<file path="config.mk">
export PLATFORM = sky130hd
export DESIGN_NAME = uart_autobaud
export DESIGN_NICKNAME = d
export VERILOG_FILES = /design/src/rtl/uart_autobaud.sv
export SDC_FILE = /design/constraint.sdc
export NUM_CORES = 1
export LEC_CHECK = 0
export CORE_MARGIN = 2
export CORE_UTILIZATION = 48
export DETAILED_ROUTE_END_ITERATION = 7
export MAX_ROUTING_LAYER = met4
export PLACE_DENSITY_LB_ADDON = 0.1
export SYNTH_ARGS = -nofsm -noshare
export SYNTH_HDL_FRONTEND = slang
export SYNTH_SLANG_ARGS = --single-unit
export TNS_END_PERCENT = 100
</file>
<file path="constraint.sdc">
create_clock -name uart_clk -period 4.15 [get_ports uart_clk]
set_clock_uncertainty 0.05 [all_clocks]
set_input_delay 1.245 -clock uart_clk [delete_from_list [all_inputs] [get_ports uart_clk]]
set_output_delay 1.245 -clock uart_clk [all_outputs]
set_load 0.005 [all_outputs]
</file>
<file path="src/rtl/uart_autobaud.sv">
// Baud-rate controller for the UART receive path.
// Generates the 16x sample_tick for the receiver from a programmable divisor, and can
// auto-calibrate that divisor by timing a host-sent 0x55 sync character.
// Ports:
//   uart_clk, rst         clock (rising edge), asynchronous active-high reset
//   rx_serial_sync        synchronized RX line, idle high
//   cal_start             1-cycle pulse, start calibration (only accepted in idle)
//   div_wr, div_wdata     1-cycle pulse, load a manual divisor (values below MIN_DIV ignored)
//   sample_tick           1-cycle pulse every `divisor` cycles, suppressed while calibrating
//   divisor               current divisor
//   rx_enable             receiver may run (low while calibrating)
//   cal_busy              calibration in progress
//   locked                divisor came from a successful calibration or div_wr
//   cal_error             sticky, last calibration failed
module uart_autobaud #(
  parameter int unsigned DIV_WIDTH   = 16,
  parameter int unsigned DEFAULT_DIV = 27,
  parameter int unsigned MIN_DIV     = 4
) (
  input  logic                 uart_clk,
  input  logic                 rst,
  input  logic                 rx_serial_sync,
  input  logic                 cal_start,
  input  logic                 div_wr,
  input  logic [DIV_WIDTH-1:0] div_wdata,
  output logic                 sample_tick,
  output logic [DIV_WIDTH-1:0] divisor,
  output logic                 rx_enable,
  output logic                 cal_busy,
  output logic                 locked,
  output logic                 cal_error
);

  localparam int unsigned McntW    = DIV_WIDTH + 7;
  localparam int unsigned LowLimit = 8 * MIN_DIV * 16;
  localparam int unsigned LcntW    = $clog2(LowLimit) + 1;

  localparam logic [DIV_WIDTH-1:0] MinDiv     = DIV_WIDTH'(MIN_DIV);
  localparam logic [DIV_WIDTH-1:0] DefaultDiv = DIV_WIDTH'(DEFAULT_DIV);
  localparam logic [McntW-1:0]     McntMax    = '1;
  localparam logic [LcntW-1:0]     LowMax     = LcntW'(LowLimit);

  typedef enum logic [2:0] {
    StIdle,
    StWaitHigh,
    StWaitStart,
    StMeasure,
    StWaitStop,
    StApply,
    StFail
  } state_e;

  state_e               state_q, state_d;
  logic [DIV_WIDTH-1:0] divisor_q, divisor_d;
  logic [DIV_WIDTH-1:0] prescaler_q, prescaler_d;
  logic                 locked_q, locked_d;
  logic                 cal_error_q, cal_error_d;
  logic [McntW-1:0]     mcnt_q, mcnt_d;
  logic [2:0]           edge_cnt_q, edge_cnt_d;
  logic [LcntW-1:0]     lcnt_q, lcnt_d;
  logic                 rx_prev_q;
  logic                 div_load;

  logic               fall, rise;
  logic [McntW:0]     mcnt_round;
  logic [DIV_WIDTH:0] div_calc;
  logic               div_ok;

  assign fall = rx_prev_q & ~rx_serial_sync;
  assign rise = ~rx_prev_q & rx_serial_sync;

  // First-to-fifth fall spans 8 bit times of 16 ticks each: divide by 128, rounded.
  assign mcnt_round = {1'b0, mcnt_q} + (McntW + 1)'(64);
  assign div_calc   = mcnt_round[McntW:7];
  assign div_ok     = ~div_calc[DIV_WIDTH] && (div_calc[DIV_WIDTH-1:0] >= MinDiv);

  always_comb begin
    state_d     = state_q;
    divisor_d   = divisor_q;
    locked_d    = locked_q;
    cal_error_d = cal_error_q;
    mcnt_d      = mcnt_q;
    edge_cnt_d  = edge_cnt_q;
    lcnt_d      = lcnt_q;
    div_load    = 1'b0;

    unique case (state_q)
      StIdle: begin
        // A simultaneous div_wr takes priority, so cal_start is dropped.
        if (cal_start && !div_wr) begin
          state_d     = StWaitHigh;
          cal_error_d = 1'b0;
          locked_d    = 1'b0;
        end
      end
      StWaitHigh: begin
        if (rx_serial_sync) state_d = StWaitStart;
      end
      StWaitStart: begin
        if (fall) begin
          state_d    = StMeasure;
          mcnt_d     = McntW'(1);
          edge_cnt_d = 3'd1;
        end
      end
      StMeasure: begin
        if (mcnt_q == McntMax) begin
          state_d = StFail;
        end else if (fall && (edge_cnt_q == 3'd4)) begin
          // mcnt is not bumped on the fifth fall so it equals exactly 8 bit periods.
          state_d    = StWaitStop;
          edge_cnt_d = 3'd5;
          lcnt_d     = '0;
        end else begin
          mcnt_d = mcnt_q + 1'b1;
          if (fall) edge_cnt_d = edge_cnt_q + 3'd1;
        end
      end
      StWaitStop: begin
        if (rise) begin
          state_d = StApply;
        end else if (lcnt_q == LowMax) begin
          state_d = StFail;
        end else begin
          lcnt_d = lcnt_q + 1'b1;
        end
      end
      StApply: begin
        if (div_ok) begin
          divisor_d = div_calc[DIV_WIDTH-1:0];
          locked_d  = 1'b1;
          div_load  = 1'b1;
        end else begin
          cal_error_d = 1'b1;
        end
        state_d = StIdle;
      end
      StFail: begin
        cal_error_d = 1'b1;
        state_d     = StIdle;
      end
      default: state_d = StIdle;
    endcase

    // A valid manual write overrides everything, including an ongoing calibration.
    if (div_wr && (div_wdata >= MinDiv)) begin
      divisor_d   = div_wdata;
      locked_d    = 1'b1;
      cal_error_d = 1'b0;
      state_d     = StIdle;
      div_load    = 1'b1;
    end
  end

  always_comb begin
    prescaler_d = prescaler_q + 1'b1;
    if (div_load || (prescaler_q >= divisor_q - 1'b1)) prescaler_d = '0;
  end

  always_ff @(posedge uart_clk or posedge rst) begin
    if (rst) begin
      state_q     <= StIdle;
      divisor_q   <= DefaultDiv;
      prescaler_q <= '0;
      locked_q    <= 1'b0;
      cal_error_q <= 1'b0;
      mcnt_q      <= '0;
      edge_cnt_q  <= '0;
      lcnt_q      <= '0;
      rx_prev_q   <= 1'b1;
    end else begin
      state_q     <= state_d;
      divisor_q   <= divisor_d;
      prescaler_q <= prescaler_d;
      locked_q    <= locked_d;
      cal_error_q <= cal_error_d;
      mcnt_q      <= mcnt_d;
      edge_cnt_q  <= edge_cnt_d;
      lcnt_q      <= lcnt_d;
      rx_prev_q   <= rx_serial_sync;
    end
  end

  assign cal_busy    = (state_q != StIdle);
  assign rx_enable   = ~cal_busy;
  assign sample_tick = (prescaler_q == divisor_q - 1'b1) && ~cal_busy;
  assign divisor     = divisor_q;
  assign locked      = locked_q;
  assign cal_error   = cal_error_q;

endmodule

</file>
==> results of run 1 <==
==> worst max-delay path by stage <==
stage / start / end / slack [ns] / cells after the start
finish: divisor[5] / sample_tick / 0.04 / 12
global route: divisor[5] / sample_tick / -0.18 / 12
CTS: divisor[5] / sample_tick / 0.007 / 12
detailed placement: divisor[2] / sample_tick / 0.08 / 11
global placement: divisor[2] / sample_tick / 0.13 / 11
floorplan: divisor[2] / sample_tick / 0.60 / 9
==> worst reg2reg max path, delay by kind of cell (launching register included) <==
family                     cells  cell delay, ns
AOI/OAI and AO/OA              5            0.98
xor gates and xnor gates       1            0.13
adders and majority gates      1            0.33
buffers and inverters          3            0.43
and+or+nand+nor                4            0.77
DFF                            1            0.39
==> cell usage in the layout (no fill, tap or decap), types with 5 or more instances in the layout <==
cell type / instances
xor2_1: 38
nor2_2: 9
nor3_1: 8
nand3_1: 31
nand4_1: 10
dfrtp_1: 69
and3_1: 19
a31oi_1: 8
ha_1: 24
o21ai_0: 38
nor2_1: 61
buf_4: 20
o31ai_1: 17
nor2b_1: 6
nand2b_1: 7
dfstp_2: 5
inv_1: 13
a21oi_1: 31
clkdlybuf4s50_1: 40
clkbuf_8: 9
xnor2_1: 30
nand2_1: 59
==> where the power goes <==
part           total (uW)  leakage, uW  internal [uW]  switching (uW)
clock                 559    0.0000933            277             282
sequential            819     0.000976            769            49.3
combinational         390      0.00146            172             218
==> state kept, by name, indices dropped and copies added, names as in the netlist <==
| register | flops |
|---|---|
| locked | 1 |
| state_q | 3 |
| edge_cnt_q | 3 |
| mcnt_q | 23 |
| rx_prev_q | 1 |
| prescaler_q | 16 |
| cal_error | 1 |
| lcnt_q | 10 |
| divisor | 16 |
==> kinds of logic after synthesis <==
group	synth area share
AO/OA/AOI/OAI	0.146
XOR/XNOR	0.121
adder cells (fa/ha/maj)	0.0611
buffers and inverters	0.0420
flip-flops	0.378
AND/OR/NAND/NOR	0.251
==> Yosys cell counts, drive strengths merged (14+ instances only) <==
| cell type | number |
|---|---|
| a21oi | 31 |
| ha | 24 |
| and3 | 19 |
| nand2 | 60 |
| xor2 | 38 |
| clkbuf | 19 |
| dfrtp | 69 |
| nor2 | 70 |
| xnor2 | 30 |
| o31ai | 17 |
| nand3 | 33 |
| inv | 14 |
| o21ai | 41 |
| buf | 14 |
==> what timing repair did <==
item / 4_1_cts / 5_1_grt
setup buffers: 1 / 2
endpoints found under the setup margin: 1 / 1
pin swaps: 9 / 10
gates resized for setup: 10 / 11
==> layer usage <==
layer  wire [um]  GRT usage
met1        5610      0.305
met2        5920      0.375
met3         311     0.0306
met4         227     0.0876
met5           0          -
==> layout make-up <==
type	count	area, sq um
multi-input combinational	454	2950
sequential	74	1860
clock inverter	5	56.3
inverter	14	52.6
fill	877	4070
tap	133	166
clock buffer	11	131
timing repair buffer	63	587
==> per-stage QoR <==
step | power (uW) | hold slack [ns]
4_1_cts | 1770 | 0.438
5_1_grt | 1870 | 0.461
3_5_place_dp | 1200 | 0.422
3_3_place_gp | 1190 | 0.419
2_1_floorplan | 1060 | 0.394
6_report | 1770 | 0.431
==> flow_summary.toml, run 1 <==
[critical_path]
worstPathCellList = "nor4_2 -> buf_4 -> buf_6 -> nand2_4 -> nor4_4 -> xnor2_1 -> ha_1 -> nand4_1 -> nor2_1 -> and3_1 -> and3_1 -> clkbuf_2"
cp-end-kind = "output port"
crit_required_ns = 2.85
cp_common_cell = "and3_1"
slowest_stage = "dfrtp_1"
crit_arrival_ns = 2.81
crit_fanout = 3
r2r_slack_ns = 1.01
worst_r2r_path_depth = 14
start_kind = "register"
critPathBufInv = 3
cp_top_family = "simple AND/OR/NAND/NOR gates"
rr_startpoint = "divisor[5]"
rr_endpoint = "prescaler_q[4]"
crit_type = "register to output port"
cpPeakStageDelay_ns = 0.39

[sta]
period_share = 0.989
clock.fmax_mhz = 244
relSlewSlack = 0.446
rsz0062_at_grt = "true"
setup_total_negative_slack_ns = 0
tightest_slew_ns = 0.827
hold_viol = 0
drv_slew = 0
setup_violations = 0
worst_slack_ns = 0.0443
finalCriticalPeriod_ns = 4.11

[finish]
design_area_sq_um = 5800
final_core_util = 0.588
layout-drive-gt1-share = 0.114
n_antenna_cell = 0
nets = 661
fin_cells = 754
area_delta_synth_final_pct = 18.1

[placed_design]
dp_slack_ns = 0.0797
place_congestion = 0.900
portBuffers = 41
placed_area_sq_um = 5490
dp_cells = 735
dp_hpwl_um = 8660

[route]
via_per_inst = 5.58
drt_pass1_iterations = 4
wl_per_cell_um = 16.0
route.vias.total = 4211
first_iter_violations = 157
antenna_left = 0
drc = 0
wl_um = 12100

[hold_path]
min-delay-path-class = "register to register"
hold_end = "lcnt_q[9]"
min-delay-start = "lcnt_q[9]"
hold_depth = 1

[floorplan]
ios = 42
core_area_sq_um = 9860
die_h_um = 105
die_w_um = 105
rows = 36
die_area_sq_um = 11100
start_util = 0.498

[synth]
synthDistinctLibCells = 52
syn-num-nets = 620
syn_area_sq_um = 4910
netlist_instances = 575
synth_seq_cells = 74
synth_top_cell_area_share = 0.352
synth_area_leaders = "dfrtp_1 35%, xor2_1 6.8%, ha_1 6.1%, xnor2_1 5.4%, nor2_1 4.7%"
ys_async_sr_fraction = 1.00
synth_seq_area_share = 0.378
yosysTopAreaCell = "dfrtp_1"
ys.flop_type = "dfrtp_1"
yosys_warnings = 0
synth.avg_cell_area_sq_um = 8.54
synth_edf_count = 0

[clock_network]
holdBufCountCts = 0
cts_made_buffers = 9
cts_tree = "built"
cts.sinks = 74
path_clk_slew_ns = 0.08
cts.htree.levels = 3
clock_latency_ns = 0.36
root_buffer = "clkbuf_8"
clockBufferDepth = 2

[power]
ir_worst_vdd_v = 0.000192
p_per_area_nw_per_um2 = 305
leakage_uw = 0.00253

[status]
status = "complete, no violations"

[grt]
grt_max_degree = 75
gr-total-overflow = 0
globalRouteTotalUtil = 0.235
antenna_found_initial = 0
grt_pass1_wl_um = 20300
grt_pass1_vias = 4132

[flow_run]
maxCapViolCount = 0
Power figures use the tool's default switching activity.
==> run 2, diff against run 1 <==
RECOVER_POWER = 50   (was not set)
==> flow_summary.toml, run 2 (synthesized netlist as in run 1, its figures left out) <==
[status]
status = "finished, violations left"
violations = "capacitance limit, slew limit"

[critical_path]
r2r_slack_ns = 1.01
crit_required_ns = 2.85
cp-end-kind = "output port"
crit_arrival_ns = 2.81
start_kind = "register"
crit_type = "register to output port"
crit_fanout = 3

[route]
route.vias.total = 4212
drc = 0
via_per_inst = 5.59
wl_um = 12100
drt_pass1_iterations = 4
antenna_left = 0
first_iter_violations = 152
wl_per_cell_um = 16.0

[sta]
finalCriticalPeriod_ns = 4.10
drv_slew = 75
period_share = 0.989
tightest_slew_ns = 1.81
worst_slack_ns = 0.0463
relSlewSlack = -0.205
setup_violations = 0
clock.fmax_mhz = 244
hold_slack_ns = 0.432
hold_viol = 0
rsz0062_at_grt = "true"

[grt]
grt_max_degree = 75
grt_pass1_wl_um = 20300
grt_pass1_vias = 4132
globalRouteTotalUtil = 0.235
antenna_found_initial = 0
gr-total-overflow = 0

[placed_design]
dp_cells = 735
portBuffers = 41
dp_hpwl_um = 8660
place_congestion = 0.900
dp_slack_ns = 0.0797

[power]
p_per_area_nw_per_um2 = 305
combPwrFrac = 0.219
leakage_uw = 0.00252
p_clk_frac = 0.317
internal_power_uw = 1220
power.total_uw = 1760
switchingPower_uw = 548
p_seq_frac = 0.464
switching_share = 0.311
ir_worst_vdd_v = 0.000192

[floorplan]
die_h_um = 105
die_area_sq_um = 11100
rows = 36
ios = 42
die_w_um = 105
start_util = 0.498
core_area_sq_um = 9860

[clock_network]
cts_tree = "built"
clock_latency_ns = 0.37
clockBufferDepth = 2
cts_made_buffers = 9
path_clk_slew_ns = 0.09
cts.htree.levels = 3
cts.sinks = 74
root_buffer = "clkbuf_8"

[finish]
final_core_util = 0.586
area_delta_synth_final_pct = 17.7
largest_reg_flops = 23
final_cell_mix = "69 x dfrtp_1, 61 x nor2_1, 59 x nand2_1"
n_antenna_cell = 0
nets = 661
layout-drive-gt1-share = 0.111
fin_cells = 754
regMostFlops = "mcnt_q"
final_common_cell = "dfrtp_1"

[hold_path]
min-delay-path-class = "register to register"

[flow_run]
maxCapViolCount = 1
## run 2: cell count changes in the layout (fill, tap and decap cells not counted)
cell and change:
clkdlybuf4s50_1 -4, clkbuf_1 +1, dlygate4sd3_1 +4, buf_12 -1
buf_4 -1, clkbuf_2 +1, clkinv_1 +1, inv_2 -1
## run 2: power by group through the flow
stage / combinational, uW / sequential (uW) / clock [uW]
2_1_floorplan: 232 / 824 / 0
3_3_place_gp: 362 / 824 / 0
3_5_place_dp: 372 / 828 / 0
4_1_cts: 381 / 818 / 571
5_1_grt: 433 / 827 / 603
6_report: 387 / 818 / 559
## run 2: cell type report
type                       instances  area, sq um
fill                             879         4090
multi-input combinational        454         2950
sequential                        74         1860
timing repair buffer              63          568
tap                              133          166
clock buffer                      11          131
clock inverter                     5         56.3
inverter                          14         52.6
## run 2: layer usage
layer	wire length [um]	GRT usage	up-vias
met5	0	-	-
met4	257	0.0876	0
met3	302	0.0306	21
met2	5850	0.375	59
met1	5650	0.305	2040
li1	-	-	2092
## run 2: final timing paths
check	end	cells after the start	start
max in group asynchronous	mcnt_q[20]	3	rst
max reg2reg	prescaler_q[3]	14	divisor[5]
min reg2reg	lcnt_q[9]	1	lcnt_q[9]
min in group asynchronous	lcnt_q[7]	3	rst
min	lcnt_q[9]	1	lcnt_q[9]
max	sample_tick	12	divisor[5]
## run 2: per-stage QoR
stage,TNS [ns],area (sq um)
floorplan,0,4910
global placement,0,5490
detailed placement,0,5490
CTS,0,5740
global route,-0.177,5780
finish,0,5780
## run 2: timing repair
item	4_1_cts	5_1_grt
setup endpoints to repair	1	1
pin swaps	9	10
resized for setup	10	11
setup buffers	1	2
hold buffers	0	0
## run 2: worst max-delay path: stages (launching register included)
cell	delay, ns
dfrtp_1	0.39
nor4_2	0.26
buf_4	0.16
buf_6	0.12
nand2_4	0.05
nor4_4	0.31
xnor2_1	0.13
ha_1	0.32
nand4_1	0.10
nor2_1	0.15
and3_1	0.19
and3_1	0.16
clkbuf_2	0.11
